**src/rtl/counter_disp_scan.sv**
```systemverilog
// counter_disp_scan
// Extends an external 4-bit counter (Qd..Qa plus ripple-carry Rc) to a 16-bit
// count. The upper 12 bits are counted locally on each synchronized Rc rising
// edge. The full count is multiplexed onto a 4-digit, active-low seven-segment
// display.
//
// Scan index (digit_e):
//   state | meaning
//   DIG0  | showing lo nibble on AN[0]
//   DIG1  | showing hi[3:0]   on AN[1]
//   DIG2  | showing hi[7:4]   on AN[2]
//   DIG3  | showing hi[11:8]  on AN[3], dp lit if ovf
module counter_disp_scan #(
    parameter int unsigned SCAN_DIV = 50000
) (
    input  logic        clk,
    input  logic        rst_n,
    input  logic        Qa,
    input  logic        Qb,
    input  logic        Qc,
    input  logic        Qd,
    input  logic        Rc,
    input  logic        clr,
    output logic [3:0]  AN,
    output logic [7:0]  SEGMENT,
    output logic [15:0] count,
    output logic        ovf
);

    localparam int unsigned PW = (SCAN_DIV > 2) ? $clog2(SCAN_DIV) : 1;
    localparam logic [PW-1:0] PRE_LAST = PW'(SCAN_DIV - 1);

    typedef enum logic [1:0] {
        DIG0 = 2'd0,
        DIG1 = 2'd1,
        DIG2 = 2'd2,
        DIG3 = 2'd3
    } digit_e;

    // input synchronizers
    logic [3:0]    q_meta_q;
    logic [3:0]    q_sync_q;
    logic          rc_meta_q;
    logic          rc_sync_q;
    logic          rc_prev_q;
    logic          rc_prev_d;
    logic [1:0]    sync_vld_q;
    logic          rc_rise;

    // upper count
    logic [11:0]   hi_q;
    logic [11:0]   hi_d;
    logic          ovf_q;
    logic          ovf_d;

    // scan timing
    logic [PW-1:0] pre_q;
    logic [PW-1:0] pre_d;
    logic          pre_wrap;
    digit_e        idx_q;
    digit_e        idx_d;

    // display outputs
    logic [3:0]    nib_sel;
    logic [3:0]    an_q;
    logic [3:0]    an_d;
    logic [7:0]    seg_q;
    logic [7:0]    seg_d;

    // Active-low hex decode, bit order g..a.
    function automatic logic [6:0] hex7(input logic [3:0] n);
        logic [6:0] s;
        case (n)
            4'h0:    s = 7'h40;
            4'h1:    s = 7'h79;
            4'h2:    s = 7'h24;
            4'h3:    s = 7'h30;
            4'h4:    s = 7'h19;
            4'h5:    s = 7'h12;
            4'h6:    s = 7'h02;
            4'h7:    s = 7'h78;
            4'h8:    s = 7'h00;
            4'h9:    s = 7'h10;
            4'hA:    s = 7'h08;
            4'hB:    s = 7'h03;
            4'hC:    s = 7'h46;
            4'hD:    s = 7'h21;
            4'hE:    s = 7'h06;
            default: s = 7'h0E;
        endcase
        return s;
    endfunction

    // Until both sync stages hold post-reset samples, the previous-Rc register
    // follows the value about to enter the sync stage. A level already high at
    // reset release is then never seen as a rising edge.
    always_comb begin
        rc_prev_d = sync_vld_q[1] ? rc_sync_q : rc_meta_q;
    end

    assign rc_rise = rc_sync_q & ~rc_prev_q;

    // Two-flop synchronizers for the nibble and Rc, plus Rc edge history
    always_ff @(posedge clk or negedge rst_n) begin
        if (!rst_n) begin
            q_meta_q   <= 4'h0;
            q_sync_q   <= 4'h0;
            rc_meta_q  <= 1'b0;
            rc_sync_q  <= 1'b0;
            rc_prev_q  <= 1'b0;
            sync_vld_q <= 2'b00;
        end else begin
            q_meta_q   <= {Qd, Qc, Qb, Qa};
            q_sync_q   <= q_meta_q;
            rc_meta_q  <= Rc;
            rc_sync_q  <= rc_meta_q;
            rc_prev_q  <= rc_prev_d;
            sync_vld_q <= {sync_vld_q[0], 1'b1};
        end
    end

    // Upper count next state; clear takes priority over a pending increment
    always_comb begin
        hi_d  = hi_q;
        ovf_d = ovf_q;
        if (clr) begin
            hi_d  = 12'h000;
            ovf_d = 1'b0;
        end else if (rc_rise) begin
            hi_d = hi_q + 12'd1;
            if (hi_q == 12'hFFF) begin
                ovf_d = 1'b1;
            end
        end
    end

    // Upper count and sticky overflow registers
    always_ff @(posedge clk or negedge rst_n) begin
        if (!rst_n) begin
            hi_q  <= 12'h000;
            ovf_q <= 1'b0;
        end else begin
            hi_q  <= hi_d;
            ovf_q <= ovf_d;
        end
    end

    assign pre_wrap = (pre_q == PRE_LAST);

    // Prescaler and digit index next state
    always_comb begin
        pre_d = pre_wrap ? '0 : pre_q + PW'(1);
        idx_d = idx_q;
        if (pre_wrap) begin
            case (idx_q)
                DIG0:    idx_d = DIG1;
                DIG1:    idx_d = DIG2;
                DIG2:    idx_d = DIG3;
                default: idx_d = DIG0;
            endcase
        end
    end

    // Scan state: prescaler and digit index
    always_ff @(posedge clk or negedge rst_n) begin
        if (!rst_n) begin
            pre_q <= '0;
            idx_q <= DIG0;
        end else begin
            pre_q <= pre_d;
            idx_q <= idx_d;
        end
    end

    // Digit select and segment decode from the current index; AN and SEGMENT
    // come from the same index so they always describe the same digit
    always_comb begin
        nib_sel = q_sync_q;
        an_d    = 4'b1110;
        case (idx_q)
            DIG0: begin
                nib_sel = q_sync_q;
                an_d    = 4'b1110;
            end
            DIG1: begin
                nib_sel = hi_q[3:0];
                an_d    = 4'b1101;
            end
            DIG2: begin
                nib_sel = hi_q[7:4];
                an_d    = 4'b1011;
            end
            default: begin
                nib_sel = hi_q[11:8];
                an_d    = 4'b0111;
            end
        endcase
        seg_d = {~((idx_q == DIG3) & ovf_q), hex7(nib_sel)};
    end

    // Registered display outputs, blank while in reset
    always_ff @(posedge clk or negedge rst_n) begin
        if (!rst_n) begin
            an_q  <= 4'b1111;
            seg_q <= 8'hFF;
        end else begin
            an_q  <= an_d;
            seg_q <= seg_d;
        end
    end

    assign AN      = an_q;
    assign SEGMENT = seg_q;
    assign count   = {hi_q, q_sync_q};
    assign ovf     = ovf_q;

endmodule

```
**config.mk**
```make
export PLATFORM = sky130hd
export DESIGN_NAME = counter_disp_scan
export DESIGN_NICKNAME = d
export VERILOG_FILES = /design/src/rtl/counter_disp_scan.sv
export SDC_FILE = /design/constraint.sdc
export NUM_CORES = 1
export LEC_CHECK = 0
export ABC_CLOCK_PERIOD_IN_PS = 4500
export CORE_UTILIZATION = 58
export DETAILED_ROUTE_END_ITERATION = 16
export HOLD_SLACK_MARGIN = 0.05
export PLACE_DENSITY = 0.85
export SYNTH_ARGS = -nofsm -noshare
export SYNTH_HDL_FRONTEND = slang
export SYNTH_SLANG_ARGS = --single-unit
```
**constraint.sdc**
```tcl
create_clock -name clk -period 4.5 [get_ports clk]
set_input_delay 0.9 -clock clk [delete_from_list [all_inputs] [get_ports clk]]
set_output_delay 0.9 -clock clk [all_outputs]
set_load 0.005 [all_outputs]
```
**Word-level counts from Yosys, hierarchy flattened**

Memory sizes are Yosys's and may differ from the RTL's. A register that Yosys moved wholly into a read port is not among the register bits.
Index checks and enable logic that the tools add are counted.

- Bits in registers: 56
- Latch bits: 0
- Memory bits (writable): 0
- Memory bits (read-only): 112
- Bits of input ports: 8
- Logic and storage cells: 39
- Memories kept: 1

Memories:

| name | depth | width | rd ports | clocked after Yosys merged registers in | write ports | line | RTL |
|---|---|---|---|---|---|---|---|
| (name not given) | 16 | 7 | 1 | 1 | 0 | 73 | `case (n)` |

- Add/subtract/negate cells: 2
- $mul: 0
- Divide/modulo/power cells: 0
- Magnitude comparators: 0
- Equal/unequal tests: 5
- Shift operators: 0
- Multiplexer cells: 10
- Bitwise gates (word level): 4
- Reductions and logical operators: 5

Operators with widths:

| kind | count |
|---|---|
| 2-to-1 mux 12 bit | 2 |
| one-hot mux 4 bit (3 select lines) | 2 |
| adder 16 x 1 -> 16 bit (second input constant) | 1 |
| == test 16 bit (second input constant) | 1 |
| 2-to-1 mux 16 bit | 1 |
| adder 12 x 1 -> 12 bit (second input constant) | 1 |
| == test 12 bit (second input constant) | 1 |
| one-hot mux 2 bit (3 select lines) | 1 |
| == test 2 bit (second input constant) | 2 |
| 2-to-1 mux 1 bit | 4 |
| nonzero test 2 bit | 2 |
| AND 1 bit | 2 |
| == test 2 x 1 -> 1 bit (second input constant) | 1 |
| logical NOT 2 bit | 1 |
| inverter 1 bit | 2 |
| AND reduction 2 bit | 1 |
| logical NOT 1 bit | 1 |

**Longest topological paths before layout**

Gate-level depths: netlist of the first run.

- Depth after elaboration: 4
- Gate-level depth with buffers: 9
- Gate-level depth less buffers: 9

**Worst setup path after synthesis of the first run**

OpenSTA, ideal clock, no wires.

- Path type: register to register
- Start: register idx_q[1]
- End: register seg_q[4], in the netlist SEGMENT[4]
- Library setup time: 79 ps
- Arrival time: 2042 ps
- Data required time: 4421 ps
- Path slack: 2379 ps
- Stages on the path, launching flop included: 10
- Path buffers: 0
- Clock period less this slack: 2121 ps
- Cell sequence: dfrtp_1 -> inv_1 -> ha_1 -> a22oi_1 -> nand2_1 -> mux2i_1 -> inv_1 -> ha_1 -> or3_2 -> o21ai_0

- Longest elaborated chain between the ends: 2

Ends and longest elaborated chain:

| element | line | RTL |
|---|---|---|
| from (decl) | 60 | `digit_e idx_q;` |
| from (signal assigned) | 171 | `idx_q <= idx_d;` |
| == test 2 bit (tied with other cells) | 180 | `case (idx_q)` |
| one-hot mux 4 bit (3 select lines) * | 180 |  |
| to (decl) | 67 | `logic [7:0] seg_q;` |

Every way passes the cells marked *; elsewhere a longest branch is shown, timed or not.
A chain may end at the register's enable or synchronous reset.

**Worst setup path in the final report of the first run**

Same ends and word-level chain as after synthesis.

==> reports/qor.yml, run 1 <==
status:
  status: "finished clean"
global_routing:
  track_usage_pct: 21.5
  gr-usage-met3_pct: 5.50
  grt_pass1_vias: 1519
  met1_usage_pct: 29.4
  grt_pass1_wl_microns: 7090
  grt.overflow.total: 0
  gr-usage-met2_pct: 32.8
  antenna_found_initial: 0
  grt_max_degree: 57
  top_usage_layer: "met2"
yosys:
  synthTopCellsByArea: "dfrtp_1 (44%), dfstp_2 (13%), ha_1 (6.0%)"
  synth_edf_count: 0
  synth_ff_type: "dfrtp_1"
  muxShareOfSynthArea_pct: 6.56
  synthesis.nets: 238
  yosysWarnings: 0
  synth_seq_cells: 56
  synth_top_area_share_pct: 43.7
  synthXorXnorAreaFrac_pct: 8.00
  synth_area_sq_um: 2520
  synth_simple_gate_area_share_pct: 14.5
  syn_inst: 218
  async_reset_ff_share_pct: 100
  ys_seq_area_share_pct: 56.2
  syn_area_per_cell_sq_um: 11.6
  synth_compound_area_share_pct: 5.41
  synth_top_family_by_area: "simple AND/OR/NAND/NOR gates"
  synth_fa_ha_area_share_pct: 5.96
  synth_area_leader_cell: "dfrtp_1"
  synth_cell_type_count: 39
setup_path:
  r2r_setup_slack_ns: 2.09
  cp-end-kind: "register"
  crit_required_ns: 4.74
  crit_fanout: 5
  crit_type: "reg2reg"
  rr_endpoint: "SEGMENT[4]$_DFF_PN1_"
  worstSetupStartpointType: "register"
  crit_arrival_ns: 2.66
  critical_path.reg2reg.startpoint: "idx_q[1]$_DFFE_PN0N_"
  reg2reg_depth: 9
clock_network:
  cts_resized: 0
  post_cts_buffers: 0
  clockRootBuffer: "clkbuf_8"
  holdBufCountCts: 0
  clkTransAtPathRegs_ns: 0.09
  cts_sinks: 56
  clk_path_buf_depth: 2
  cts_buffers: 5
  clock_latency_ns: 0.31
  cts_tree: "built"
  htree_levels: 2
min_path:
  hp-start: "q_meta_q[2]$_DFF_PN0_"
  worstHoldPathType: "reg2reg"
  holdPathStages: 0
  hold-path-endpoint: "q_sync_q[2]$_DFF_PN0_"
routing:
  final_antenna_net_count: 0
  num_vias: 1669
  wl_per_cell_microns: 13.8
  drt_iter0_drc: 90
  viasPerCell: 5.38
  drt-pass1-iter-count: 4
  drc: 0
  drt-total-wl_microns: 4290
pwr:
  ir_drop_uv: 222
  power.leakage_uw: 0.00135
  p_total_uw: 926
  power_density_nw_per_um2: 304
floorplan:
  die-height_microns: 67.9
  die_w_microns: 67.9
  ios: 37
  start_util_pct: 61.6
  coreArea_sq_um: 4090
  fp.dieArea_sq_um: 4610
  fp-row-count: 23
cells_and_area:
  final_common_cell: "dfrtp_1"
  fillCellCount: 287
  final_area_sq_um: 3040
  final_cell_mix: "dfrtp_1 (44), clkdlybuf4s50_1 (35), nor2_1 (20)"
  n_antenna_cell: 0
  syn_to_final_growth_pct: 20.9
  fin_nets: 279
  layout-drive-gt1-share_pct: 11.9
timing:
  slew_violations: 0
  hold_violations: 0
  whs_ns: 0.351
  rsz0062_at_grt: "false"
  max_freq_ghz: 0.414
  fin_crit_ns: 2.41
  setup_tns_ns: 0
  finalSetupViolations: 0
  slew_headroom_pct: 56.1
  skew_ns: 0.00744
  final.period_utilization_pct: 53.6
  tightest_slew_ns: 0.659
placed_design:
  numPortBuffers: 36
  dpl_cell_area_sq_um: 2930
  routabilityCongestion: 0.886
  dpl.hpwl_microns: 3040
job:
  cap_violations: 0
## worst max-delay path by stage
| stage | endpoint | cells past startpoint | slack, ns | from |
|---|---|---|---|---|
| after floorplan | SEGMENT[4]$_DFF_PN1_ | 9 | 2.38 | idx_q[1]$_DFFE_PN0N_ |
| after global placement | hi_q[10]$_DFFE_PN0P_ | 4 | 2.01 | clr |
| after detailed placement | hi_q[10]$_DFFE_PN0P_ | 4 | 1.94 | clr |
| after CTS | SEGMENT[4]$_DFF_PN1_ | 9 | 2.09 | idx_q[1]$_DFFE_PN0N_ |
| after global routing | SEGMENT[4]$_DFF_PN1_ | 9 | 1.87 | idx_q[0]$_DFFE_PN0N_ |
| final | SEGMENT[4]$_DFF_PN1_ | 9 | 2.09 | idx_q[1]$_DFFE_PN0N_ |
## state kept, by name, summed over array words and instances (netlist names)
signal,count
idx_q,2
sync_vld_q,2
rc_meta_q,1
SEGMENT,8
ovf,1
q_sync_q,4
AN,4
pre_q,16
rc_sync_q,1
rc_prev_q,1
hi_q,12
q_meta_q,4
## cell families after synthesis
kind of cell               Yosys count
adders and majority gates           12
DFF                                 56
AOI/OAI and AO/OA                   19
and+or+nand+nor                     72
xor gates and xnor gates            23
other                                1
muxes                               16
buffers and inverters               19
## synthesized netlist by cell type, drive strengths merged, types with 4 or more instances
library cell	number
dfrtp	44
dfstp	12
ha	12
inv	15
mux2	4
mux2i	12
nand2	13
nand3	10
nand4	4
nor2	20
nor3	7
o22ai	4
xnor2	11
xor2	12
## power by group
part | internal (uW) | switching, uW | total (uW)
registers | 520 | 6.84 | 527
logic | 34.4 | 31.9 | 66.3
clock network | 179 | 153 | 333
## metal layers
metal	vias to the layer above	share of wire, %
li1	828	-
met1	798	45
met2	36	49
met3	7	4.2
met4	0	1.4
met5	-	0
## area by class of cell
| class | count | area, sq um | share of cell area (%) |
|---|---|---|---|
| clock buffer | 6 | 82.6 | 2.71 |
| sequential | 56 | 1420 | 46.5 |
| clock inverter | 2 | 33.8 | 1.11 |
| tap | 50 | 62.6 | 2.06 |
| timing repair buffer | 38 | 370 | 12.2 |
| multi-input combinational | 143 | 1020 | 33.6 |
| inverter | 15 | 56.3 | 1.85 |
## per-stage QoR
stage               worst slack, ns  utilization [%]  std cells
finish                         2.09             74.5        310
global placement               2.01             71.6        302
detailed placement             1.94             71.6        302
global route                   1.87             74.5        310
floorplan                      2.38                -        218
CTS                            2.09             74.5        310
## critical path, stage by stage, from the launching register on
cell	delay, ns
dfrtp_1	0.40
inv_1	0.08
ha_1	0.24
a22oi_1	0.21
nand2_1	0.08
mux2i_1	0.38
inv_1	0.19
ha_1	0.23
or3_2	0.46
o21ai_0	0.08
Power figures use the tool's default switching activity.
==> run 2, diff against run 1 <==
==> config.mk (replaced) <==
export PLATFORM = sky130hd
export DESIGN_NAME = counter_disp_scan
export DESIGN_NICKNAME = d
export VERILOG_FILES = /design/src/rtl/counter_disp_scan.sv
export SDC_FILE = /design/constraint.sdc
export NUM_CORES = 1
export LEC_CHECK = 0
export ABC_CLOCK_PERIOD_IN_PS = 1950
export CORE_UTILIZATION = 48
export DETAILED_ROUTE_END_ITERATION = 16
export HOLD_SLACK_MARGIN = 0.05
export PLACE_DENSITY = 0.75
export SYNTH_ARGS = -nofsm -noshare
export SYNTH_HDL_FRONTEND = slang
export SYNTH_SLANG_ARGS = --single-unit
==> constraint.sdc (replaced) <==
create_clock -name clk -period 1.95 [get_ports clk]
set_input_delay 0.39 -clock clk [delete_from_list [all_inputs] [get_ports clk]]
set_output_delay 0.39 -clock clk [all_outputs]
set_load 0.005 [all_outputs]
==> run 2 against run 1 <==
- via count grew 7.8%
- worst hold slack lost 0.30 ns
- sequential cell count did not move
- highest routed layer unchanged
- combinational power rose to 3.0 times the previous value
- global-route usage decreased by 1.7 points
- design area is 9.7% higher
- total power is 130% higher
- first-iteration DRC count increased by 11%
- core utilization decreased by 6.1 points
- the run now ends with negative setup slack left
- fmax grew 21%
- clock power grew 100%
- largest cell class unchanged
- final cell count is 12% higher
==> reports/qor.yml, run 2 (synthesis gave the netlist of run 1 again) <==
floorplan:
  ios: 37
  fp.dieArea_sq_um: 5540
  coreArea_sq_um: 4880
  die_w_microns: 74.4
  fp-row-count: 25
  start_util_pct: 51.6
  die-height_microns: 74.4
setup_path:
  crit_buf_inv: 2
  crit_fanout: 5
  crit_type: "reg2reg"
  slowest_stage: "dfrtp_2"
  crit_arrival_ns: 2.22
  crit_chain: "inv_4 > ha_4 > a222oi_1 > mux2_4 > inv_4 > ha_4 > and3_4 > a221o_1"
  critPathMaxStageDelay_ns: 0.45
  cp-end-kind: "register"
  worstSetupStartpointType: "register"
  crit_family: "compound AO/OA/AOI/OAI gates"
  crit_required_ns: 2.19
timing:
  skew_ns: 0.00757
  final.period_utilization_pct: 102
  hold_violations: 0
  layout_setup_ws_ns: -0.0371
  slew_violations: 0
  fin_crit_ns: 1.99
  rsz0062_at_grt: "true"
  setup_tns_ns: -0.0498
  finalSetupViolations: 2
  max_freq_ghz: 0.503
clock_network:
  cts_tree: "built"
  clockRootBuffer: "clkbuf_8"
  htree_levels: 2
  clkTransAtPathRegs_ns: 0.11
  clk_path_buf_depth: 2
  holdBufCountCts: 0
  cts_sinks: 56
  clock_latency_ns: 0.31
  cts_buffers: 5
routing:
  viasPerCell: 5.18
  final_antenna_net_count: 0
  drt_iter0_drc: 100
  wl_met1_microns: 2270
  wl_met3_microns: 203
  drc: 0
  num_vias: 1799
  drt-pass1-iter-count: 4
  dr_wl_met2_microns: 2610
  top_layer_used: "met4"
  wl_per_cell_microns: 14.8
  drt-total-wl_microns: 5130
cells_and_area:
  n_antenna_cell: 0
  largest_reg_flops: 16
  fin_nets: 299
  final_common_cell: "dfrtp_1"
  layout-drive-gt1-share_pct: 26.1
  syn_to_final_growth_pct: 32.6
  regMostFlops: "pre_q"
  fillCellCount: 369
  final_cell_mix: "dfrtp_1 (42), clkdlybuf4s50_1 (35), nor2_1 (20), buf_4 (20)"
status:
  violations: "negative setup slack"
  status: "finished with violations"
placed_design:
  pre_cts_ws_ns: -0.0762
  numPortBuffers: 36
  dpl.hpwl_microns: 3510
  routabilityCongestion: 0.837
global_routing:
  track_usage_pct: 19.8
  grt_max_degree: 57
  antenna_found_initial: 0
  grt_pass1_wl_microns: 8180
  grt.overflow.total: 0
  grt_pass1_vias: 1710
pwr:
  power.leakage_uw: 0.00144
  ir_drop_uv: 582
  power_density_nw_per_um2: 627
job:
  cap_violations: 0
min_path:
  worstHoldPathType: "in2async"
[run 2: cell count changes in the layout (fill, tap and decap cells not counted), moves of 2 or more]
cell	change
inv_6	+2
ha_1	-9
mux2_4	+2
inv_4	+4
mux2_2	-2
inv_1	-5
ha_2	+4
buf_4	+18
ha_4	+5
dfrtp_1	-2
dfrtp_2	+2
mux2i_1	-2
[run 2: worst reg2reg max path, delay by kind of cell, from the launching register on]
family          cells  cell delay (ns)
buf+inv             2             0.12
flops               1             0.45
mux                 1             0.26
simple gates        1             0.13
fa+ha+maj           2             0.33
compound gates      2             0.62
[run 2: final cells by class]
class,instances,area [sq um],share of cell area (%)
well taps,67,83.8,2.51
inverters,15,66.3,1.99
repair buffers,58,537,16.1
multi-input cells,143,1140,34.0
flip-flops and latches,56,1420,42.5
clock inverters,3,28.8,0.862
clock buffers,5,68.8,2.06
[run 2: per-stage QoR]
step	instances	cell area (sq um)	hold slack [ns]	power, uW	util (%)
after global routing	347	3340	0.0698	2180	68.4
final	347	3340	0.0463	2090	68.4
after detailed placement	333	3090	0.336	1420	63.3
after floorplan	218	2540	0.0944	1300	-
after CTS	344	3260	0.0632	2100	66.7
after global placement	333	3090	0.333	1410	63.3
[run 2: metal layers]
layer  track usage [%]  vias up
met4              4.82        0
met5                 0        -
met1              26.3      879
met2              33.2       45
met3              4.20        4
li1                  -      871
[run 2: worst paths after layout]
kind / depth (start not counted) / slack [ns] / start / to
min in group clk: 0 / 0.36 / sync_vld_q[0]$_DFF_PN0_ / sync_vld_q[1]$_DFF_PN0_
max in group asynchronous: 2 / 1.59 / rst_n / SEGMENT[5]$_DFF_PN1_
min: 2 / 0.05 / rst_n / sync_vld_q[0]$_DFF_PN0_
max: 8 / -0.04 / idx_q[0]$_DFFE_PN0N_ / SEGMENT[0]$_DFF_PN1_
min reg2reg: 0 / 0.36 / sync_vld_q[0]$_DFF_PN0_ / sync_vld_q[1]$_DFF_PN0_
max reg2reg: 8 / -0.04 / idx_q[0]$_DFFE_PN0N_ / SEGMENT[0]$_DFF_PN1_
[run 2: power by group]
part	internal (uW)	switching [uW]	total [uW]
logic	111	90.3	201
clock network	272	405	677
registers	1200	14.8	1210
total	1580	510	2090
[run 2: what timing repair did]
item	in CTS	in global routing
gates resized for setup	13	15
endpoints found under the hold margin	0	0
gates cloned	0	0
pin swaps	6	4
setup buffers	3	3
setup endpoints to repair	6	7
==> run 3, diff against run 2 <==
--- a/config.mk
+++ b/config.mk
@@ -7,6 +7,7 @@
 export LEC_CHECK = 0
 export ABC_CLOCK_PERIOD_IN_PS = 1950
 export CORE_UTILIZATION = 48
+export CTS_CLUSTER_DIAMETER = 150
 export DETAILED_ROUTE_END_ITERATION = 16
 export HOLD_SLACK_MARGIN = 0.05
 export PLACE_DENSITY = 0.75
==> results of run 3 <==
Final layout, timing and power as in run 2 (identical DEF).
